File: config.mk
export PLATFORM = sky130hd
export DESIGN_NAME = execute_stage
export DESIGN_NICKNAME = d
export VERILOG_FILES = /design/src/rtl/execute_stage.sv
export SDC_FILE = /design/constraint.sdc
export NUM_CORES = 1
export LEC_CHECK = 0
export ABC_AREA = 1
export CELL_PAD_IN_SITES_DETAIL_PLACEMENT = 1
export CELL_PAD_IN_SITES_GLOBAL_PLACEMENT = 1
export CORE_MARGIN = 4
export CORE_UTILIZATION = 35
export DETAILED_ROUTE_END_ITERATION = 10
export MAX_ROUTING_LAYER = met4
export PLACE_DENSITY_LB_ADDON = 0.3
export SLEW_MARGIN = 15
export SYNTH_ARGS = -nofsm -noshare
export SYNTH_HDL_FRONTEND = slang
export SYNTH_SLANG_ARGS = --single-unit
File: constraint.sdc
create_clock -name clk -period 5.4 [get_ports clk]
set_input_delay 1.08 -clock clk [delete_from_list [all_inputs] [get_ports clk]]
set_output_delay 1.08 -clock clk [all_outputs]
set_load 0.01 [all_outputs]
File: src/rtl/execute_stage.sv
// EX stage: operand forwarding (optional, FORWARDING_EN), 16-bit ALU, {C,N,Z} condition codes,
// and the EX/MEM pipeline register consumed by memory_stage.
module execute_stage #(
  parameter int unsigned WIDTH = 16,
  parameter int unsigned RADDR = 3
) (
  input  logic             clk,
  input  logic             reset,
  input  logic             stall,
  input  logic             flush,
  input  logic [3:0]       alu_op,
  input  logic [WIDTH-1:0] read_data1,
  input  logic [WIDTH-1:0] read_data2,
  input  logic [WIDTH-1:0] sign_extend_from_id,
  input  logic             use_imm,
  input  logic [RADDR-1:0] rs_addr,
  input  logic [RADDR-1:0] rt_addr,
  input  logic [RADDR-1:0] reg_write_address_from_id,
  input  logic             RegWrite,
  input  logic             memory_read,
  input  logic             memory_write,
  input  logic             memory_push,
  input  logic             memory_pop,
  input  logic             write_back_select,
  input  logic             wb_RegWrite,
  input  logic [RADDR-1:0] wb_reg_write_address,
  input  logic [WIDTH-1:0] wb_data,
  output logic [WIDTH-1:0] alu_result_r,
  output logic [WIDTH-1:0] address_r,
  output logic [WIDTH-1:0] write_data_r,
  output logic [WIDTH-1:0] sign_extend_r,
  output logic [RADDR-1:0] reg_write_address_r,
  output logic             RegWrite_r,
  output logic             memory_read_r,
  output logic             memory_write_r,
  output logic             memory_push_r,
  output logic             memory_pop_r,
  output logic             write_back_select_r,
  output logic [2:0]       ccr_r
);

  typedef enum logic [3:0] {
    OpNop  = 4'h0,
    OpNot  = 4'h1,
    OpInc  = 4'h2,
    OpDec  = 4'h3,
    OpAdd  = 4'h4,
    OpSub  = 4'h5,
    OpAnd  = 4'h6,
    OpOr   = 4'h7,
    OpShl  = 4'h8,
    OpShr  = 4'h9,
    OpMov  = 4'hA,
    OpSetc = 4'hB,
    OpClrc = 4'hC
  } alu_op_e;

  logic [WIDTH-1:0] fwd_a, fwd_b, op_b;
  logic [WIDTH-1:0] alu_d;
  logic [WIDTH:0]   t;
  logic [3:0]       sh;
  logic             c_d, zn_upd;
  logic [2:0]       ccr_d;

`ifdef FORWARDING_EN
  // Loads are excluded: their alu_result_r is an address, not the loaded value.
  always_comb begin
    fwd_a = read_data1;
    if (RegWrite_r && !memory_read_r && (reg_write_address_r == rs_addr)) begin
      fwd_a = alu_result_r;
    end else if (wb_RegWrite && (wb_reg_write_address == rs_addr)) begin
      fwd_a = wb_data;
    end
    fwd_b = read_data2;
    if (RegWrite_r && !memory_read_r && (reg_write_address_r == rt_addr)) begin
      fwd_b = alu_result_r;
    end else if (wb_RegWrite && (wb_reg_write_address == rt_addr)) begin
      fwd_b = wb_data;
    end
  end
`else
  assign fwd_a = read_data1;
  assign fwd_b = read_data2;
  logic unused_fwd;
  assign unused_fwd = ^{wb_RegWrite, wb_reg_write_address, wb_data, rs_addr, rt_addr};
`endif

  assign op_b = use_imm ? sign_extend_from_id : fwd_b;
  assign sh   = op_b[3:0];

  always_comb begin
    alu_d  = fwd_a;
    t      = '0;
    c_d    = ccr_r[2];
    zn_upd = 1'b0;
    case (alu_op)
      OpNot: begin
        alu_d  = ~fwd_a;
        zn_upd = 1'b1;
      end
      OpInc, OpDec, OpAdd, OpSub: begin
        case (alu_op)
          OpInc:   t = {1'b0, fwd_a} + (WIDTH+1)'(1);
          OpDec:   t = {1'b0, fwd_a} - (WIDTH+1)'(1);
          OpAdd:   t = {1'b0, fwd_a} + {1'b0, op_b};
          default: t = {1'b0, fwd_a} - {1'b0, op_b};
        endcase
        // Bit WIDTH is carry for add and borrow for subtract.
        alu_d  = t[WIDTH-1:0];
        c_d    = t[WIDTH];
        zn_upd = 1'b1;
      end
      OpAnd: begin
        alu_d  = fwd_a & op_b;
        zn_upd = 1'b1;
      end
      OpOr: begin
        alu_d  = fwd_a | op_b;
        zn_upd = 1'b1;
      end
      OpShl: begin
        t      = {1'b0, fwd_a} << sh;
        alu_d  = t[WIDTH-1:0];
        c_d    = (sh != 4'd0) ? t[WIDTH] : ccr_r[2];
        zn_upd = 1'b1;
      end
      OpShr: begin
        t      = {fwd_a, 1'b0} >> sh;
        alu_d  = t[WIDTH:1];
        c_d    = (sh != 4'd0) ? t[0] : ccr_r[2];
        zn_upd = 1'b1;
      end
      OpMov:   alu_d = op_b;
      OpSetc:  c_d = 1'b1;
      OpClrc:  c_d = 1'b0;
      default: alu_d = fwd_a;
    endcase
    ccr_d = {c_d,
             zn_upd ? alu_d[WIDTH-1] : ccr_r[1],
             zn_upd ? (alu_d == '0) : ccr_r[0]};
  end

  always_ff @(posedge clk) begin
    if (reset || flush) begin
      alu_result_r        <= '0;
      write_data_r        <= '0;
      sign_extend_r       <= '0;
      reg_write_address_r <= '0;
      RegWrite_r          <= 1'b0;
      memory_read_r       <= 1'b0;
      memory_write_r      <= 1'b0;
      memory_push_r       <= 1'b0;
      memory_pop_r        <= 1'b0;
      write_back_select_r <= 1'b0;
      if (reset) begin
        ccr_r <= 3'b000;
      end
    end else if (!stall) begin
      alu_result_r        <= alu_d;
      write_data_r        <= fwd_b;
      sign_extend_r       <= sign_extend_from_id;
      reg_write_address_r <= reg_write_address_from_id;
      RegWrite_r          <= RegWrite;
      memory_read_r       <= memory_read;
      memory_write_r      <= memory_write;
      memory_push_r       <= memory_push;
      memory_pop_r        <= memory_pop;
      write_back_select_r <= write_back_select;
      ccr_r               <= ccr_d;
    end
  end

  assign address_r = alu_result_r;

endmodule

==> results.cfg, run 1 <==
[outcome]
status = complete, no violations

[worst_setup_path]
crit_type = in2reg
endpoint_kind = flop
critPathMaxStageDelay_ns = 0.49
start_kind = input port
worstPathRequired_ns = 5.48
cp_max_fo = 21
cp_common_cell = nand2_1
critPathArrivalTime_ns = 4.97
cpMaxStageDelayCell = clkdlybuf4s50_1

[yosys]
netlist_instances = 1103
synth.most_common_cell = nand2_1
syn_avg_cell_area_um2 = 5.60
synth_seq_area_share_pct = 19.9
synth_cell_types = 39
synthArstFlopShare_pct = 0
synth_top_area_cell = nand2_1
syn_area_mm2 = 0.00617
yosysWarningCount = 0
synth_common_cells = 356 x nand2_1, 165 x nand3_1, 109 x nor2_1
synth_flop_cell = dfxtp_1
synth_edf_count = 3
synth_area_leaders = nand2_1 22%, dfxtp_1 18%, nand3_1 13%, a21oi_1 8.7%, nor2_1 6.6%
synth_top_area_share_pct = 21.7
synth-seq-cells = 60
synthesis.nets = 1216

[power]
leakage_nw = 3.58
p_per_area_mw_per_mm2 = 226
ir_drop_mv = 0.180

[placed_design]
gp_congestion = 0.967
port-buffer-count = 141
dp_hpwl_um = 22900

[global_routing]
grt_pass1_wl_um = 45100
first_global_vias = 7955
grt-ovfl-total = 0
grt_max_degree = 48
antenna_found_initial = 0
grt_usage_pct = 29.7

[die]
start_util_pct = 35.7
io_pins = 168
coreArea_mm2 = 0.0173
rows = 48
die_width_um = 141
die_h_um = 141
die-area_mm2 = 0.0198

[route]
drt_pass1_iterations = 5
vias = 8020
wirelength_um = 29300
drc = 0
ant_nets = 0
via_per_inst = 5.55
drtIter0Drc = 668
wl_per_cell_um = 20.3

[timing]
setup-violations-final = 0
hold_viol_final = 0
skew_ns = 0
relSlewSlack_pct = 58.7
finalSetupTns_ns = 0
rsz0062_at_grt = false
max_freq_mhz = 205
final-max-slew-violation-count = 0
post-route-period-util_pct = 90.5
worstMarginPinSlew_ns = 0.618
period_needed_ns = 4.89

[clock_tree]
clock-sinks = 60
clock_path_buffers = 2
htreeDepth = 3
post_cts_resized = 0
clock-root-buffer = clkbuf_16
postCtsSetupBuffers = 0
cts_tree = yes
hold_buffers = 0
clkSlewWorstSetupHoldPaths_ns = 0.05
clk_latency_ns = 0.32
cts_buffers = 9

[min_path]
hp-class = reg2reg

[layout]
syn2layout_area_growth_pct = 29.3
fin_util_pct = 46.1
antenna_cells = 0
drive_above_1_share_pct = 5.74
fin_nets = 1327

[run]
cap_violations = 0
## worst max-delay path, delay by kind of cell
kind,cells,cell delay [ns]
AND/OR/NAND/NOR,17,1.74
adder cells (fa/ha/maj),2,0.51
AO/OA/AOI/OAI,5,0.84
buffers and inverters,2,0.78
## placed cells by master, fill, tap and decap left out, types with 4 or more instances in the layout
cell / n
o21ai_0: 49
buf_4: 22
xnor2_1: 4
o21ai_1: 10
inv_2: 8
inv_1: 76
nand2_1: 356
nor2_2: 5
nand2_2: 8
xor2_1: 7
clkdlybuf4s50_1: 141
clkbuf_16: 9
nand3b_1: 13
o211ai_1: 4
nor2_1: 109
dfxtp_1: 57
nand4_1: 9
nand3_1: 165
ha_1: 20
a21oi_1: 107
## power by group
part	switching [mW]	total, mW	internal [mW]	leakage, nW
sequential	0.0106	0.477	0.466	0.495
combinational	0.482	0.742	0.260	2.93
clock	0.220	0.589	0.369	0.149
## per-layer routing
metal | GRT usage (%) | wire length, um | up-vias
li1 | - | - | 3836
met1 | 38.5 | 12800 | 3829
met2 | 46.4 | 13500 | 277
met3 | 4.27 | 1630 | 78
met4 | 12.7 | 1310 | 0
met5 | - | 0 | -
## stage by stage
stage	hold slack (ns)	power, mW	setup slack (ns)	std cells	instance area, um^2
after floorplan	0.481	0.929	1.36	1103	6170
after CTS	0.466	1.80	0.588	1444	7980
after detailed placement	0.459	1.21	0.281	1428	7680
after global placement	0.445	1.20	0.357	1428	7680
after global routing	0.484	1.91	0.209	1444	7980
final	0.463	1.81	0.512	1444	7980
## registers in the layout, indices dropped and copies added, names as in the netlist
name	cells
reg_write_address_r	3
memory_push_r	1
RegWrite_r	1
sign_extend_r	16
memory_write_r	1
ccr_r	3
memory_read_r	1
memory_pop_r	1
write_back_select_r	1
write_data_r	16
address_r	16
## logic make-up after synthesis
logic type / after synthesis / share of synthesized area, %
and+or+nand+nor: 682 / 47.7
AOI/OAI and AO/OA: 182 / 15.5
buffers and inverters: 147 / 10.8
DFF: 60 / 19.9
adders and majority gates: 21 / 4.38
xor gates and xnor gates: 11 / 1.56
## cell type report
class | count | area (um^2)
inverter | 84 | 315
clock inverter | 6 | 62.6
sequential | 60 | 1230
multi-input combinational | 896 | 4270
tap | 225 | 282
timing repair buffer | 163 | 1580
fill | 2383 | 9320
clock buffer | 10 | 239
## path summary, 6_finish.rpt
| path | from | end | slack (ns) | cells past startpoint |
|---|---|---|---|---|
| setup / recovery | use_imm | ccr_r[0]$_SDFFCE_PP0P_ | 0.51 | 26 |
| hold reg to reg | memory_push_r$_SDFFE_PP0N_ | memory_push_r$_SDFFE_PP0N_ | 0.46 | 2 |
| hold / removal | memory_push_r$_SDFFE_PP0N_ | memory_push_r$_SDFFE_PP0N_ | 0.46 | 2 |
| setup reg to reg | address_r[6]$_SDFFE_PP0N_ | address_r[6]$_SDFFE_PP0N_ | 4.62 | 4 |
Note: power is estimated with default switching activity, not from simulation.
==> run 2, diff against run 1 <==
CELL_PAD_IN_SITES_DETAIL_PLACEMENT = default   (was 1)
CELL_PAD_IN_SITES_GLOBAL_PLACEMENT = default   (was 1)
CORE_UTILIZATION = 54   (was 35)
PLACE_DENSITY = 0.9   (was default)
PLACE_DENSITY_LB_ADDON = default   (was 0.3)
SETUP_SLACK_MARGIN = 0.2   (was default)
==> run 2 against run 1 <==
Net effect:
- critical endpoint unchanged
- sequential share of layout area grew 0.32 points
- sequential cell count is the same
- largest power group unchanged
- final cell count is 6.2% lower
- register-to-register slack got worse by 0.02 ns
- critical path depth stayed put
- via count increased by 1.7%
==> results.cfg, run 2 (synthesized netlist as in run 1, its figures left out) <==
[clock_tree]
clk_latency_ns = 0.33
htreeDepth = 3
cts_buffers = 9
clkSlewWorstSetupHoldPaths_ns = 0.05
hold_buffers = 0
clock_path_buffers = 2
clock-root-buffer = clkbuf_16
post_cts_resized = 0
postCtsSetupBuffers = 0
clock-sinks = 60
cts_tree = yes

[worst_setup_path]
reg2reg_slack_ns = 4.60
r2r-end = address_r[6]$_SDFFE_PP0N_
worstPathRequired_ns = 5.49
cp.buffers_inverters = 2
endpoint_kind = flop
start_kind = input port
r2r-start = address_r[6]$_SDFFE_PP0N_
cp_common_cell = nand2_1
cp_max_fo = 21
r2r_cells = 4
critPathArrivalTime_ns = 4.88
cpMaxStageDelayCell = clkdlybuf4s50_1
path_delay_family = simple AND/OR/NAND/NOR gates
crit_type = in2reg
critPathMaxStageDelay_ns = 0.51

[route]
wl_per_cell_um = 18.5
vias = 8160
via_per_inst = 6.03
ant_nets = 0
drtIter0Drc = 1283
drc = 0
drt_pass1_iterations = 7
wirelength_um = 25100

[timing]
setup-violations-final = 0
relSlewSlack_pct = 36.1
final-max-slew-violation-count = 0
hold_viol_final = 0
finalSetupTns_ns = 0
rsz0062_at_grt = false
worstMarginPinSlew_ns = 0.955
post-route-period-util_pct = 88.8
period_needed_ns = 4.80
max_freq_mhz = 208
skew_ns = 0

[placed_design]
place_area_mm2 = 0.00753
gp_congestion = 1.12
dp_hpwl_um = 19300
port-buffer-count = 141

[min_path]
hold_depth = 2
min_to = memory_push_r$_SDFFE_PP0N_
hp-class = reg2reg
min_from = memory_push_r$_SDFFE_PP0N_

[global_routing]
grt_pass1_wl_um = 38400
grt-ovfl-total = 0
antenna_found_initial = 0
grt_usage_pct = 37.9
grt_max_degree = 61
first_global_vias = 7333

[layout]
final_common_cell = nand2_1
final.fill_count = 998
fin_nets = 1323
syn2layout_area_growth_pct = 26.7
drive_above_1_share_pct = 5.35
antenna_cells = 0
multiInputGateArea_mm2 = 0.00427
register_area_mm2 = 0.00123
most-common-layout-cells = 356 x nand2_1, 165 x nand3_1, 141 x clkdlybuf4s50_1
final_area_mm2 = 0.00782

[die]
coreArea_mm2 = 0.0110
io_pins = 168
start_util_pct = 56.0
die_h_um = 115
rows = 38
die_width_um = 115
die-area_mm2 = 0.0132

[outcome]
status = complete, no violations

[power]
p_per_area_mw_per_mm2 = 219
ir_drop_mv = 0.285
leakage_nw = 3.55

[run]
cap_violations = 0
[run 2: changes by cell type in the layout (fill, tap and decap cells not counted), sizes merged]
| cell | previous run | this run |
|---|---|---|
| clkbuf | 10 | 11 |
| bufinv | 1 | 0 |
| clkinv | 3 | 2 |
| buf | 22 | 18 |
[run 2: worst register-to-register path, cell delays in order, from the launching register on]
cell     delay [ns]
dfxtp_1        0.37
nor2_1         0.07
nor2_1         0.12
o21ai_0        0.10
inv_1          0.09
[run 2: power by group]
part / switching, mW / leakage (nW) / internal, mW
Clock: 0.194 / 0.138 / 0.330
Sequential: 0.0109 / 0.495 / 0.467
Combinational: 0.456 / 2.91 / 0.257
Total: 0.661 / 3.55 / 1.05
[run 2: metal layers]
metal	wire length [um]	global-route usage [%]
met2	11400	59.4
met5	0	-
met4	1210	15.0
met1	9620	48.4
met3	2870	6.84
[run 2: layout make-up]
cell class / instances / share of cell area [%]
multi-input combinational: 896 / 54.7
tap: 140 / 2.24
timing repair buffer: 159 / 19.8
clock buffer: 11 / 3.23
sequential: 60 / 15.7
clock inverter: 4 / 0.304
inverter: 84 / 4.03
[run 2: worst max path at each step]
| stage | depth (start not counted) | slack [ns] | end | start |
|---|---|---|---|---|
| final | 26 | 0.60 | ccr_r[0]$_SDFFCE_PP0P_ | use_imm |
| after global routing | 26 | 0.23 | ccr_r[0]$_SDFFCE_PP0P_ | use_imm |
| after CTS | 28 | 0.68 | ccr_r[0]$_SDFFCE_PP0P_ | use_imm |
| after detailed placement | 27 | 0.37 | ccr_r[2]$_SDFFCE_PP0P_ | use_imm |
| after global placement | 26 | 0.42 | ccr_r[0]$_SDFFCE_PP0P_ | use_imm |
| after floorplan | 27 | 1.36 | ccr_r[0]$_SDFFCE_PP0P_ | use_imm |
[run 2: stage by stage]
| stage | utilization [%] | power, mW | worst slack, ns | instances | hold WS [ns] |
|---|---|---|---|---|---|
| 3_5_place_dp | 68.3 | 1.17 | 0.373 | 1338 | 0.457 |
| 5_1_grt | 70.9 | 1.80 | 0.227 | 1354 | 0.477 |
| 3_3_place_gp | 68.3 | 1.16 | 0.417 | 1338 | 0.444 |
| 4_1_cts | 70.8 | 1.70 | 0.675 | 1353 | 0.466 |
| 2_1_floorplan | - | 0.929 | 1.36 | 1103 | 0.481 |
| 6_report | 70.9 | 1.72 | 0.603 | 1354 | 0.466 |
